### src/rtl/game_flow_controller_if.sv
// Handshake bundle between the game flow controller, the ship placement
// block and the board lookup that resolves shots.
interface game_flow_controller_if;
    logic       place_done;
    logic       place_error;
    logic       placement_en;
    logic [2:0] ships_to_place;
    logic       shot_req;
    logic       shot_is_pc;
    logic       shot_ack;
    logic       shot_hit;

    modport master (
        output placement_en, ships_to_place, shot_req, shot_is_pc,
        input  place_done, place_error, shot_ack, shot_hit
    );

    modport slave (
        input  placement_en, ships_to_place, shot_req, shot_is_pc,
        output place_done, place_error, shot_ack, shot_hit
    );
endinterface

### src/rtl/game_flow_controller.sv
// Battleship game sequencer: placement, alternating player/PC turns with a
// per-turn countdown, hit bookkeeping and win/lose detection.
module game_flow_controller #(
    parameter int N_SHIPS   = 3,
    parameter int TURN_TIME = 10
) (
    input  logic                          clk,
    input  logic                          rst,
    input  logic                          start_btn,
    input  logic                          fire_btn,
    input  logic                          sec_tick,
    game_flow_controller_if.master        bus,
    output logic [2:0]                    state,
    output logic [3:0]                    timer,
    output logic [4:0]                    player_hits,
    output logic [4:0]                    pc_hits,
    output logic                          win,
    output logic                          lose
);

    localparam logic [2:0] S_IDLE    = 3'd0;
    localparam logic [2:0] S_PLACE   = 3'd1;
    localparam logic [2:0] S_P_TURN  = 3'd2;
    localparam logic [2:0] S_P_WAIT  = 3'd3;
    localparam logic [2:0] S_PC_TURN = 3'd4;
    localparam logic [2:0] S_PC_WAIT = 3'd5;
    localparam logic [2:0] S_OVER    = 3'd6;

    localparam int         TOTAL_I    = N_SHIPS * (N_SHIPS + 1) / 2;
    localparam logic [4:0] TOTAL      = 5'(TOTAL_I);
    localparam logic [2:0] SHIPS_INIT = 3'(N_SHIPS);
    localparam logic [3:0] TURN_INIT  = 4'(TURN_TIME);

    logic [2:0] state_q, state_d;
    logic [2:0] ships_q, ships_d;
    logic [3:0] timer_q, timer_d;
    logic [4:0] player_hits_q, player_hits_d;
    logic [4:0] pc_hits_q, pc_hits_d;
    logic       placement_en_q, placement_en_d;
    logic       shot_req_q, shot_req_d;
    logic       shot_is_pc_q, shot_is_pc_d;
    logic       win_q, win_d;
    logic       lose_q, lose_d;
    logic       start_prev_q, start_prev_d;
    logic       fire_prev_q, fire_prev_d;
    logic       start_press;
    logic       fire_press;

    // Buttons are active-low: a press is the falling edge against last cycle.
    assign start_press  = start_prev_q & ~start_btn;
    assign fire_press   = fire_prev_q & ~fire_btn;
    assign start_prev_d = start_btn;
    assign fire_prev_d  = fire_btn;

    always_comb begin
        state_d       = state_q;
        ships_d       = ships_q;
        timer_d       = timer_q;
        player_hits_d = player_hits_q;
        pc_hits_d     = pc_hits_q;
        shot_req_d    = shot_req_q;
        shot_is_pc_d  = shot_is_pc_q;

        case (state_q)
            S_IDLE, S_OVER: begin
                if (start_press) begin
                    state_d       = S_PLACE;
                    ships_d       = SHIPS_INIT;
                    timer_d       = 4'd0;
                    player_hits_d = 5'd0;
                    pc_hits_d     = 5'd0;
                    shot_req_d    = 1'b0;
                end
            end
            S_PLACE: begin
                if (ships_q == 3'd0) begin
                    state_d = S_P_TURN;
                    timer_d = TURN_INIT;
                end else if (bus.place_done) begin
                    ships_d = ships_q - 3'd1;
                end
            end
            S_P_TURN: begin
                // Fire takes priority over a coincident timeout.
                if (fire_press) begin
                    state_d      = S_P_WAIT;
                    shot_req_d   = 1'b1;
                    shot_is_pc_d = 1'b0;
                end else if (sec_tick) begin
                    if (timer_q <= 4'd1) begin
                        timer_d = 4'd0;
                        state_d = S_PC_TURN;
                    end else begin
                        timer_d = timer_q - 4'd1;
                    end
                end
            end
            S_P_WAIT: begin
                if (bus.shot_ack) begin
                    shot_req_d = 1'b0;
                    if (bus.shot_hit && (player_hits_q < TOTAL))
                        player_hits_d = player_hits_q + 5'd1;
                    state_d = (player_hits_d == TOTAL) ? S_OVER : S_PC_TURN;
                end
            end
            S_PC_TURN: begin
                state_d      = S_PC_WAIT;
                shot_req_d   = 1'b1;
                shot_is_pc_d = 1'b1;
            end
            S_PC_WAIT: begin
                if (bus.shot_ack) begin
                    shot_req_d = 1'b0;
                    if (bus.shot_hit && (pc_hits_q < TOTAL))
                        pc_hits_d = pc_hits_q + 5'd1;
                    if (pc_hits_d == TOTAL) begin
                        state_d = S_OVER;
                    end else begin
                        state_d = S_P_TURN;
                        timer_d = TURN_INIT;
                    end
                end
            end
            default: state_d = S_IDLE;
        endcase

        placement_en_d = (state_d == S_PLACE);
        win_d          = (state_d == S_OVER) && (player_hits_d == TOTAL);
        lose_d         = (state_d == S_OVER) && (pc_hits_d == TOTAL);
    end

    always_ff @(negedge clk or negedge rst) begin
        if (!rst) begin
            state_q        <= S_IDLE;
            ships_q        <= 3'd0;
            timer_q        <= 4'd0;
            player_hits_q  <= 5'd0;
            pc_hits_q      <= 5'd0;
            placement_en_q <= 1'b0;
            shot_req_q     <= 1'b0;
            shot_is_pc_q   <= 1'b0;
            win_q          <= 1'b0;
            lose_q         <= 1'b0;
            start_prev_q   <= 1'b1;
            fire_prev_q    <= 1'b1;
        end else begin
            state_q        <= state_d;
            ships_q        <= ships_d;
            timer_q        <= timer_d;
            player_hits_q  <= player_hits_d;
            pc_hits_q      <= pc_hits_d;
            placement_en_q <= placement_en_d;
            shot_req_q     <= shot_req_d;
            shot_is_pc_q   <= shot_is_pc_d;
            win_q          <= win_d;
            lose_q         <= lose_d;
            start_prev_q   <= start_prev_d;
            fire_prev_q    <= fire_prev_d;
        end
    end

    assign state              = state_q;
    assign timer              = timer_q;
    assign player_hits        = player_hits_q;
    assign pc_hits            = pc_hits_q;
    assign win                = win_q;
    assign lose               = lose_q;
    assign bus.placement_en   = placement_en_q;
    assign bus.ships_to_place = ships_q;
    assign bus.shot_req       = shot_req_q;
    assign bus.shot_is_pc     = shot_is_pc_q;

endmodule

### src/flat_wrapper.sv
// flat-port wrapper written by rule: the top's interface ports become plain ports
module game_flow_controller_flat 
#(
    parameter int N_SHIPS   = 3,
    parameter int TURN_TIME = 10
)
  (clk, rst, start_btn, fire_btn, sec_tick, state, timer, player_hits, pc_hits, win, lose, bus_placement_en, bus_ships_to_place, bus_shot_req, bus_shot_is_pc, bus_place_done, bus_place_error, bus_shot_ack, bus_shot_hit);
  game_flow_controller_if bus_i ();
  input  logic clk;
  input  logic rst;
  input  logic start_btn;
  input  logic fire_btn;
  input  logic sec_tick;
  output logic [2:0] state;
  output logic [3:0] timer;
  output logic [4:0] player_hits;
  output logic [4:0] pc_hits;
  output logic win;
  output logic lose;
  output wire logic [$bits(bus_i.placement_en)-1:0] bus_placement_en;
  output wire logic [$bits(bus_i.ships_to_place)-1:0] bus_ships_to_place;
  output wire logic [$bits(bus_i.shot_req)-1:0] bus_shot_req;
  output wire logic [$bits(bus_i.shot_is_pc)-1:0] bus_shot_is_pc;
  input wire logic [$bits(bus_i.place_done)-1:0] bus_place_done;
  input wire logic [$bits(bus_i.place_error)-1:0] bus_place_error;
  input wire logic [$bits(bus_i.shot_ack)-1:0] bus_shot_ack;
  input wire logic [$bits(bus_i.shot_hit)-1:0] bus_shot_hit;
  assign bus_placement_en = bus_i.placement_en;
  assign bus_ships_to_place = bus_i.ships_to_place;
  assign bus_shot_req = bus_i.shot_req;
  assign bus_shot_is_pc = bus_i.shot_is_pc;
  assign bus_i.place_done = bus_place_done;
  assign bus_i.place_error = bus_place_error;
  assign bus_i.shot_ack = bus_shot_ack;
  assign bus_i.shot_hit = bus_shot_hit;
  game_flow_controller #(.N_SHIPS(N_SHIPS), .TURN_TIME(TURN_TIME)) u_core (.clk(clk), .rst(rst), .start_btn(start_btn), .fire_btn(fire_btn), .sec_tick(sec_tick), .bus(bus_i), .state(state), .timer(timer), .player_hits(player_hits), .pc_hits(pc_hits), .win(win), .lose(lose));
endmodule
### config.mk
export PLATFORM = sky130hd
export DESIGN_NAME = game_flow_controller_flat
export DESIGN_NICKNAME = d
export VERILOG_FILES = /design/src/rtl/game_flow_controller_if.sv /design/src/rtl/game_flow_controller.sv /design/src/flat_wrapper.sv
export SDC_FILE = /design/constraint.sdc
export NUM_CORES = 1
export LEC_CHECK = 0
export BUFFER_PORTS_ARGS = -buffer_cell sky130_fd_sc_hd__buf_2
export CORE_UTILIZATION = 50
export DETAILED_ROUTE_END_ITERATION = 7
export PLACE_DENSITY = 0.73
export SYNTH_ARGS = -nofsm -noshare
export SYNTH_HDL_FRONTEND = slang
export SYNTH_SLANG_ARGS = --single-unit
export TNS_END_PERCENT = 20
### constraint.sdc
create_clock -name clk -period 2.84 [get_ports clk]
set_input_delay 0.426 -clock clk [delete_from_list [all_inputs] [get_ports clk]]
set_output_delay 0.426 -clock clk [all_outputs]
set_load 0.1 [all_outputs]
==> flow_summary.json, run 1 <==
{
  "outcome": "complete, but fails checks",
  "failing_checks": "setup timing",
  "grt_overflow": 0,
  "worstSetupStartpoint": "bus_shot_hit",
  "rrSetupSlack_ns": 0.34,
  "timing.final.max_slew_violations": 0,
  "tritoncts": "yes",
  "postSynth.topFlopCell": "dfrtn_1",
  "final.hold.worst_slack_ns": 0.482,
  "numPortBuffers": 32,
  "drt-vias-per-instance": 5.76,
  "synth-warning-count": 0,
  "drc": 0,
  "layout.nets": 275,
  "die_width_um": 61.4,
  "layout.cells.most_common": "buf_4",
  "syn_area_um2": 1760,
  "detail_route.first_pass.iterations": 4,
  "timing.critical_path.required_ns": 1.60,
  "finalCoreUtilization_pct": 81.3,
  "grt_start_max_net_pins": 21,
  "setup_viol": 21,
  "core_area_um2": 3360,
  "clockBufferDepth": 2,
  "cts-htree-levels": 1,
  "worst-endpoint-arrival_ns": 1.96,
  "tritoncts_sink_count": 27,
  "synthesis.area_per_instance_um2": 8.99,
  "layout-drive-gt1-share_pct": 36.3,
  "reg2regPathDepth": 6,
  "instances_no_fill": 305,
  "detailedPlacementHpwl_um": 3500,
  "hold_path_depth": 1,
  "initial_cell_density_of_the_core_pct": 52.4,
  "synth.lib_cells_used.distinct": 51,
  "number_of_buffers_created_by_cts": 3,
  "route.vias.total": 1756,
  "routed_wirelength_um": 4690,
  "area_growth_syn_to_layout_pct": 55.3,
  "postCtsSetupRepairBufs": 0,
  "number_of_instances_in_the_synthesized_netlist": 196,
  "worst_slack_ns": -0.358,
  "nFillCells": 213,
  "critical_path.endpoint_type": "flip-flop",
  "wl_per_cell_um": 15.4,
  "row_count": 21,
  "max-vdd-ir-drop_mv": 0.687,
  "dp_worst_setup_slack_ns": -0.794,
  "synth.yosys.seq_area_share_pct": 38.5,
  "power.density_cell_area_nw_per_um2": 1020,
  "antenna_cells": 0,
  "worst_flop_to_flop_path_endpoint": "u_core.timer[0]",
  "placedCellCount": 300,
  "synth_enable_flop_cells": 0,
  "postSynthRegisterBits": 27,
  "antenna_violating_nets_post_route": 0,
  "first_pass_grt_wire_length_um": 7230,
  "rr_startpoint": "u_core.pc_hits[4]",
  "final_cell_area_um2": 2740,
  "multiInputGateArea_um2": 1100,
  "p_leak_nw": 1.23,
  "drv_cap": 0,
  "worst_slew_pin_slew_ns": 0.446,
  "timing.final.hold_violations": 0,
  "async_reset_ff_share_pct": 100,
  "worst_setup_hold_path_clk_slew_ns": 0.10,
  "rsz0062_at_grt": "yes",
  "placed_cell_area_um2": 2600,
  "place.gp.congestion": 0.879,
  "start_to_end_type_of_the_worst_setup_path": "in -> reg",
  "min_path_type": "reg -> reg",
  "first_global_vias": 1579,
  "clock_tree.root_cell": "clkbuf_4",
  "antenna_violations_before_repair": 0,
  "min_from": "u_core.bus.ships_to_place[0]",
  "height_of_the_die_um": 61.4,
  "register_area_um2": 678,
  "timing.critical_path.fanout_max": 5,
  "floorplan.io_pins": 34,
  "endpoint": "u_core.timer[0]",
  "timing.clock.skew_ns": 0.0808,
  "synth_nets": 211,
  "first_iter_violations": 86,
  "dieArea_um2": 3770,
  "critical_path_launch_point_type": "primary input",
  "gr-usage-all-layers_pct": 26.4,
  "clkLatencyLatePin_ns": 0.39,
  "layout.cells.most_common_list": "buf_4, buf_12, dfrtn_1",
  "slew-limit-headroom_pct": 70.3,
  "post_cts_hold_buffer_count": 0
}
-- per-layer routing --
metal,wire [um],GRT usage [%],share of wire [%]
met1,2140,37.3,46
met2,2350,41.6,50
met3,154,2.52,3.3
met4,48,10.8,1.0
met5,0,0,0
-- worst min-delay path by stage --
stage / to / slack (ns)
final: u_core.bus.ships_to_place[0] / 0.48
after global placement: u_core.bus.ships_to_place[0] / 0.47
after global routing: u_core.bus.ships_to_place[0] / 0.54
after detailed placement: u_core.bus.ships_to_place[0] / 0.49
after CTS: u_core.bus.ships_to_place[0] / 0.49
after floorplan: u_core.bus.shot_is_pc / 0.57
-- per-stage QoR --
stage	TNS [ns]	total power, W
2_1_floorplan	-5.07	0.00182
3_5_place_dp	-10.59	0.00254
4_1_cts	-2.84	0.00276
6_report	-2.91	0.00278
5_1_grt	-3.75	0.00292
3_3_place_gp	-9.64	0.00250
-- report_power, final --
group | leakage [nW] | total [W] | internal, W | switching, W
logic | 0.859 | 0.00197 | 0.000757 | 0.00121
registers | 0.345 | 0.000632 | 0.000488 | 0.000144
clock network | 0.0256 | 0.000181 | 0.0000588 | 0.000122
total | 1.23 | 0.00278 | 0.00130 | 0.00148
-- final cells by class --
type | count | share of cell area [%]
clock inverter | 2 | 0.274
sequential | 27 | 24.8
clock buffer | 4 | 0.961
multi-input combinational | 147 | 40.3
timing repair buffer | 66 | 29.7
tap | 46 | 2.10
inverter | 13 | 1.78
-- cells by family after synthesis --
kind of cell / Yosys count / synth area share, %
buf+inv: 22 / 4.76
fa+ha+maj: 6 / 4.26
simple gates: 78 / 25.7
xor+xnor: 1 / 0.497
mux: 8 / 5.11
compound gates: 54 / 21.2
flops: 27 / 38.5
-- flip-flops by register name, indices dropped and copies added (netlist names) --
name and flops:
u_core.pc_hits 5, u_core.player_hits 5, u_core.timer 4, u_core.bus.ships_to_place 3, u_core.state 3, u_core.bus.placement_en 1
u_core.bus.shot_is_pc 1, u_core.bus.shot_req 1, u_core.fire_prev_q 1, u_core.lose 1, u_core.start_prev_q 1, u_core.win 1
-- cell usage after synthesis, drive strengths merged, types with 2 or more instances --
master,instances,area share (%)
nor3b,3,1.3
mux2i,6,3.4
a31oi,4,1.4
nand3b,2,0.85
o21ai,12,3.4
dfrtn,25,36
o31ai,3,1.3
and2,6,2.1
nand3,7,2.0
nor2,10,2.1
a22oi,2,0.85
inv,14,3.0
a32oi,3,1.5
or4b,5,2.8
ha,6,4.3
o2111ai,3,1.5
buf,2,0.50
clkbuf,6,1.3
nand2,18,3.8
nor3,5,1.4
nand2b,9,3.2
nor4bb,3,1.7
a21oi,10,2.8
mux2,2,1.7
nor2b,2,0.71
nand4,2,0.71
dfstp,2,3.0
a31o,2,0.99
and4,2,0.99
-- critical path: stages --
cell	delay [ns]
buf_8	0.10
nor3b_4	0.16
a211o_1	0.26
or4b_4	0.52
and3_4	0.20
mux2_4	0.29
-- timing repair --
item	CTS	global route
gates resized for setup	17	4
cloned	0	0
setup endpoints to repair	31	32
pin swaps	5	2
No activity file was read; power rests on OpenSTA's default activity.
==> run 2: changes to the inputs <==
- REMOVE_ABC_BUFFERS: not set -> 1
==> run 2 against run 1 <==
Net effect: the flow still finishes with violations (setup timing); design area grew 0.55%; clock skew shrank 0.0099 ns; first-iteration DRC count grew 110%; via count grew 5.8%; clock power grew 3%; die area is the same; critical path depth grew 1; count of clock-buffer cells in the layout is the same; critical path type unchanged; critical endpoint is now u_core.timer[1]; largest cell class unchanged; largest power group unchanged.
==> flow_summary.json, run 2 (same netlist as run 1, synthesis figures left out) <==
{
  "die_width_um": 61.4,
  "power_frac_clock_pct": 6.7,
  "max-vdd-ir-drop_mv": 0.846,
  "tritoncts": "yes",
  "critical_path_launch_point_type": "primary input",
  "area_growth_syn_to_layout_pct": 56.1,
  "clkLatencyLatePin_ns": 0.40,
  "power.density_cell_area_nw_per_um2": 1020,
  "first_global_vias": 1661,
  "worst_slack_ns": -0.440,
  "cts-htree-levels": 1,
  "first_pass_grt_wire_length_um": 7700,
  "drv_cap": 0,
  "layout.cells.most_common": "buf_4",
  "first_iter_violations": 180,
  "grt_overflow": 0,
  "p_seq_share_pct": 22.3,
  "route.vias.total": 1857,
  "drc": 0,
  "worst_slew_pin_slew_ns": 0.431,
  "detail_route.first_pass.iterations": 4,
  "worst_setup_hold_path_clk_slew_ns": 0.10,
  "row_count": 21,
  "dieArea_um2": 3770,
  "cellInternalPower_w": 0.00132,
  "detailedPlacementHpwl_um": 3520,
  "drt-vias-per-instance": 5.93,
  "placed_cell_area_um2": 2590,
  "slew-limit-headroom_pct": 71.2,
  "comb_power_share_pct": 71.0,
  "power.switching_fraction_pct": 53.0,
  "final_cell_area_um2": 2750,
  "layout.cells.most_common_list": "buf_4, buf_12, dfrtn_1",
  "clockBufferDepth": 2,
  "worst-endpoint-arrival_ns": 2.05,
  "numPortBuffers": 32,
  "placedCellCount": 302,
  "timing.critical_path.required_ns": 1.61,
  "routed_wirelength_um": 5150,
  "start_to_end_type_of_the_worst_setup_path": "in -> reg",
  "antenna_violations_before_repair": 0,
  "place.gp.congestion": 0.909,
  "wl_per_cell_um": 16.5,
  "final.hold.worst_slack_ns": 0.496,
  "p_sw_w": 0.00149,
  "failing_checks": "setup timing",
  "tritoncts_sink_count": 27,
  "antenna_cells": 0,
  "layout.nets": 283,
  "core_area_um2": 3360,
  "p_leak_nw": 1.25,
  "height_of_the_die_um": 61.4,
  "grt_start_max_net_pins": 21,
  "instances_no_fill": 313,
  "timing.critical_path.fanout_max": 4,
  "antenna_violating_nets_post_route": 0,
  "setup_viol": 30,
  "number_of_buffers_created_by_cts": 3,
  "min_path_type": "reg -> reg",
  "critical_path.endpoint_type": "flip-flop",
  "finalCoreUtilization_pct": 81.8,
  "initial_cell_density_of_the_core_pct": 52.4,
  "clock_tree.root_cell": "clkbuf_4",
  "floorplan.io_pins": 34,
  "outcome": "complete, but fails checks",
  "rsz0062_at_grt": "yes",
  "timing.final.hold_violations": 0,
  "timing.final.max_slew_violations": 0,
  "timing.clock.skew_ns": 0.0709,
  "layout-drive-gt1-share_pct": 37.1,
  "gr-usage-all-layers_pct": 27.9
}
[run 2: cell count changes in the layout (fill, tap and decap cells not counted), sizes merged]
cell  before  now
buf       66   74
[run 2: final cells by class]
cell class	count	area (um2)
clock buffers	4	26.3
fillers	205	613
repair buffers	74	865
inverters	13	48.8
well taps	46	57.6
flip-flops and latches	27	678
multi-input cells	147	1070
clock inverters	2	7.51
[run 2: per-layer routing]
metal	wire [um]	part of all wire (%)	GRT usage [%]
met1	2230	43	39.9
met2	2530	49	44.6
met3	328	6.4	3.57
met4	63	1.2	8.25
met5	0	0	0
[run 2: path summary, 6_finish.rpt]
kind / slack [ns] / cells past startpoint / from / end
min in group asynchronous: 1.30 / 1 / rst / u_core.state[2]
worst max register to register: 0.25 / 6 / u_core.pc_hits[1] / u_core.timer[1]
worst min register to register: 0.50 / 1 / u_core.bus.ships_to_place[0] / u_core.bus.ships_to_place[0]
worst max-delay path: -0.44 / 7 / bus_shot_hit / u_core.timer[1]
max in group asynchronous: 1.05 / 2 / rst / u_core.win
worst min-delay path: 0.50 / 1 / u_core.bus.ships_to_place[0] / u_core.bus.ships_to_place[0]
[run 2: power by group through the flow]
stage | logic, W | registers, W | clock network, W
detailed placement | 0.00190 | 0.000637 | 0.00000661
global route | 0.00210 | 0.000638 | 0.000205
global placement | 0.00187 | 0.000632 | 0.00000661
finish | 0.00199 | 0.000625 | 0.000187
CTS | 0.00194 | 0.000624 | 0.000187
floorplan | 0.000523 | 0.00127 | 0.00000661
[run 2: repair_timing]
item	CTS	global route
setup buffers	4	2
setup endpoints to repair	35	40
pin swaps	3	3
hold buffers	0	0
resized for setup	9	9
[run 2: worst max-delay path, stage by stage]
cell,delay [ns]
buf_8,0.10
nor3b_4,0.14
buf_4,0.15
a211o_1,0.24
or4b_4,0.49
and3_4,0.21
mux2_4,0.29
[run 2: per-stage QoR]
stage               setup slack, ns  setup TNS, ns  total power [W]
finish                       -0.440          -3.89          0.00280
global route                 -0.450          -4.88          0.00294
CTS                          -0.418          -3.98          0.00275
detailed placement           -0.899         -10.36          0.00255
global placement             -0.878          -9.86          0.00251
floorplan                    -0.854          -6.59          0.00180
==> run 3: changes to the inputs <==
- CORE_ASPECT_RATIO: not set -> 0.75
- MAX_ROUTING_LAYER: not set -> met4
==> run 3 against run 2 <==
Net effect: the flow finishes with violations (DRC, setup timing); cell count fell by 2.6%; global-route usage rose by 2.7 points; die area is essentially flat; sequential power rose by 1%; highest routed layer unchanged; design area up 4.4%; non-clock buffer count decreased by 2; count of clock-buffer cells in the layout unchanged; clock power grew 63%; routed wire length is 15% higher; largest power group unchanged.
==> flow_summary.json, run 3 (same netlist as run 1, synthesis figures left out) <==
{
  "clockBufferDepth": 2,
  "setup_viol": 22,
  "failing_checks": "DRC, setup timing",
  "dieArea_um2": 3770,
  "layout.nets": 281,
  "post-layout-total-power_w": 0.00306,
  "critical_path_launch_point_type": "primary input",
  "antenna_cells": 0,
  "rsz0062_at_grt": "yes",
  "worst_flop_to_flop_path_endpoint": "u_core.timer[0]",
  "drv_cap": 0,
  "initial_cell_density_of_the_core_pct": 52.9,
  "critical_path.endpoint_type": "flip-flop",
  "clock_tree.root_cell": "clkbuf_8",
  "grt_use_met3_pct": 6.10,
  "wl_per_cell_um": 19.5,
  "timing.final.max_slew_violations": 0,
  "rr_startpoint": "u_core.pc_hits[1]",
  "timing.final.hold_violations": 0,
  "number_of_buffers_created_by_cts": 3,
  "numPortBuffers": 32,
  "timing.clock.skew_ns": 0.0564,
  "worst_slack_ns": -0.413,
  "layout-drive-gt1-share_pct": 41.5,
  "worst_slew_pin_slew_ns": 0.480,
  "first_pass_grt_wire_length_um": 8540,
  "timing.critical_path.required_ns": 1.57,
  "row_count": 18,
  "worstSetupStartpoint": "bus_shot_hit",
  "nFillCells": 171,
  "tritoncts_sink_count": 27,
  "grt_start_max_net_pins": 22,
  "grt_busiest_layer": "met2",
  "timing.critical_path.fanout_max": 3,
  "drc": 4,
  "power.density_cell_area_nw_per_um2": 1070,
  "min_path_type": "reg -> reg",
  "min_from": "u_core.bus.ships_to_place[0]",
  "reg2regPathDepth": 6,
  "groute.layer.met2.usage_pct": 49.8,
  "cts-htree-levels": 1,
  "worst_setup_hold_path_clk_slew_ns": 0.07,
  "worst-endpoint-arrival_ns": 1.98,
  "first_global_vias": 1725,
  "outcome": "complete, but fails checks",
  "setup_total_negative_slack_ns": -3.41,
  "routed_wirelength_um": 5950,
  "endpoint": "u_core.timer[0]",
  "core_area_um2": 3330,
  "tritoncts": "yes",
  "die_width_um": 70.5,
  "max-vdd-ir-drop_mv": 1.13,
  "post_cts_hold_buffer_count": 0,
  "layout.cells.most_common": "buf_4",
  "clkLatencyLatePin_ns": 0.34,
  "use_met1_pct": 41.0,
  "p_leak_nw": 1.30,
  "placedCellCount": 295,
  "rrSetupSlack_ns": 0.23,
  "area_growth_syn_to_layout_pct": 62.9,
  "drt-vias-per-instance": 6.46,
  "antenna_violating_nets_post_route": 0,
  "place.gp.congestion": 0.998,
  "height_of_the_die_um": 53.4,
  "antenna_violations_before_repair": 0,
  "gr-usage-all-layers_pct": 30.7,
  "floorplan.io_pins": 34,
  "instances_no_fill": 305,
  "detailedPlacementHpwl_um": 3600,
  "start_to_end_type_of_the_worst_setup_path": "in -> reg",
  "layout.cells.most_common_list": "buf_4, buf_12, dfrtn_1",
  "grt_overflow": 0,
  "route.vias.total": 1971,
  "slew-limit-headroom_pct": 68.0,
  "finalCoreUtilization_pct": 86.1,
  "first_iter_violations": 306,
  "detail_route.first_pass.iterations": 7
}
[run 3: worst min-delay path by stage]
stage / endpoint / slack [ns] / depth (start not counted)
after global routing: u_core.bus.ships_to_place[0] / 0.53 / 1
after detailed placement: u_core.bus.ships_to_place[0] / 0.49 / 1
after CTS: u_core.bus.ships_to_place[0] / 0.51 / 1
final: u_core.bus.ships_to_place[0] / 0.51 / 1
after floorplan: u_core.bus.shot_is_pc / 0.58 / 3
after global placement: u_core.bus.ships_to_place[0] / 0.49 / 1
[run 3: layout make-up]
type / count / area (um2) / share of cell area (%)
clock inverters: 2 / 7.51 / 0.262
clock buffers: 4 / 66.3 / 2.31
inverters: 13 / 48.8 / 1.70
repair buffers: 72 / 860 / 29.9
flip-flops and latches: 27 / 678 / 23.6
multi-input cells: 147 / 1160 / 40.4
well taps: 40 / 50.0 / 1.74
[run 3: layer usage]
layer | wire length, um | part of all wire (%)
met2 | 2830 | 48
met4 | 105 | 1.8
met3 | 529 | 8.9
met5 | 0 | 0
met1 | 2480 | 42
[run 3: power breakdown]
group / leakage [nW] / internal (W) / switching, W
logic: 0.912 / 0.000817 / 0.00130
clock network: 0.0445 / 0.000158 / 0.000146
registers: 0.345 / 0.000488 / 0.000145
total: 1.30 / 0.00146 / 0.00159
[run 3: timing repair]
action / CTS / global route
setup endpoints to repair: 28 / 35
gates cloned: 0 / 0
pin swaps: 4 / 11
setup buffers: 3 / 3
gates resized for setup: 16 / 24
[run 3: worst max-delay path, stage by stage]
cell,delay [ns]
buf_8,0.08
nor4bb_4,0.20
mux2i_1,0.17
or4b_4,0.60
and3_4,0.21
mux2_4,0.29
[run 3: per-stage QoR]
step | hold WS [ns] | worst slack [ns] | cell area, um2
5_1_grt | 0.529 | -0.431 | 2870
6_report | 0.508 | -0.413 | 2870
2_1_floorplan | 0.575 | -0.854 | 1730
4_1_cts | 0.511 | -0.389 | 2760
3_3_place_gp | 0.492 | -0.905 | 2580
3_5_place_dp | 0.495 | -1.01 | 2580
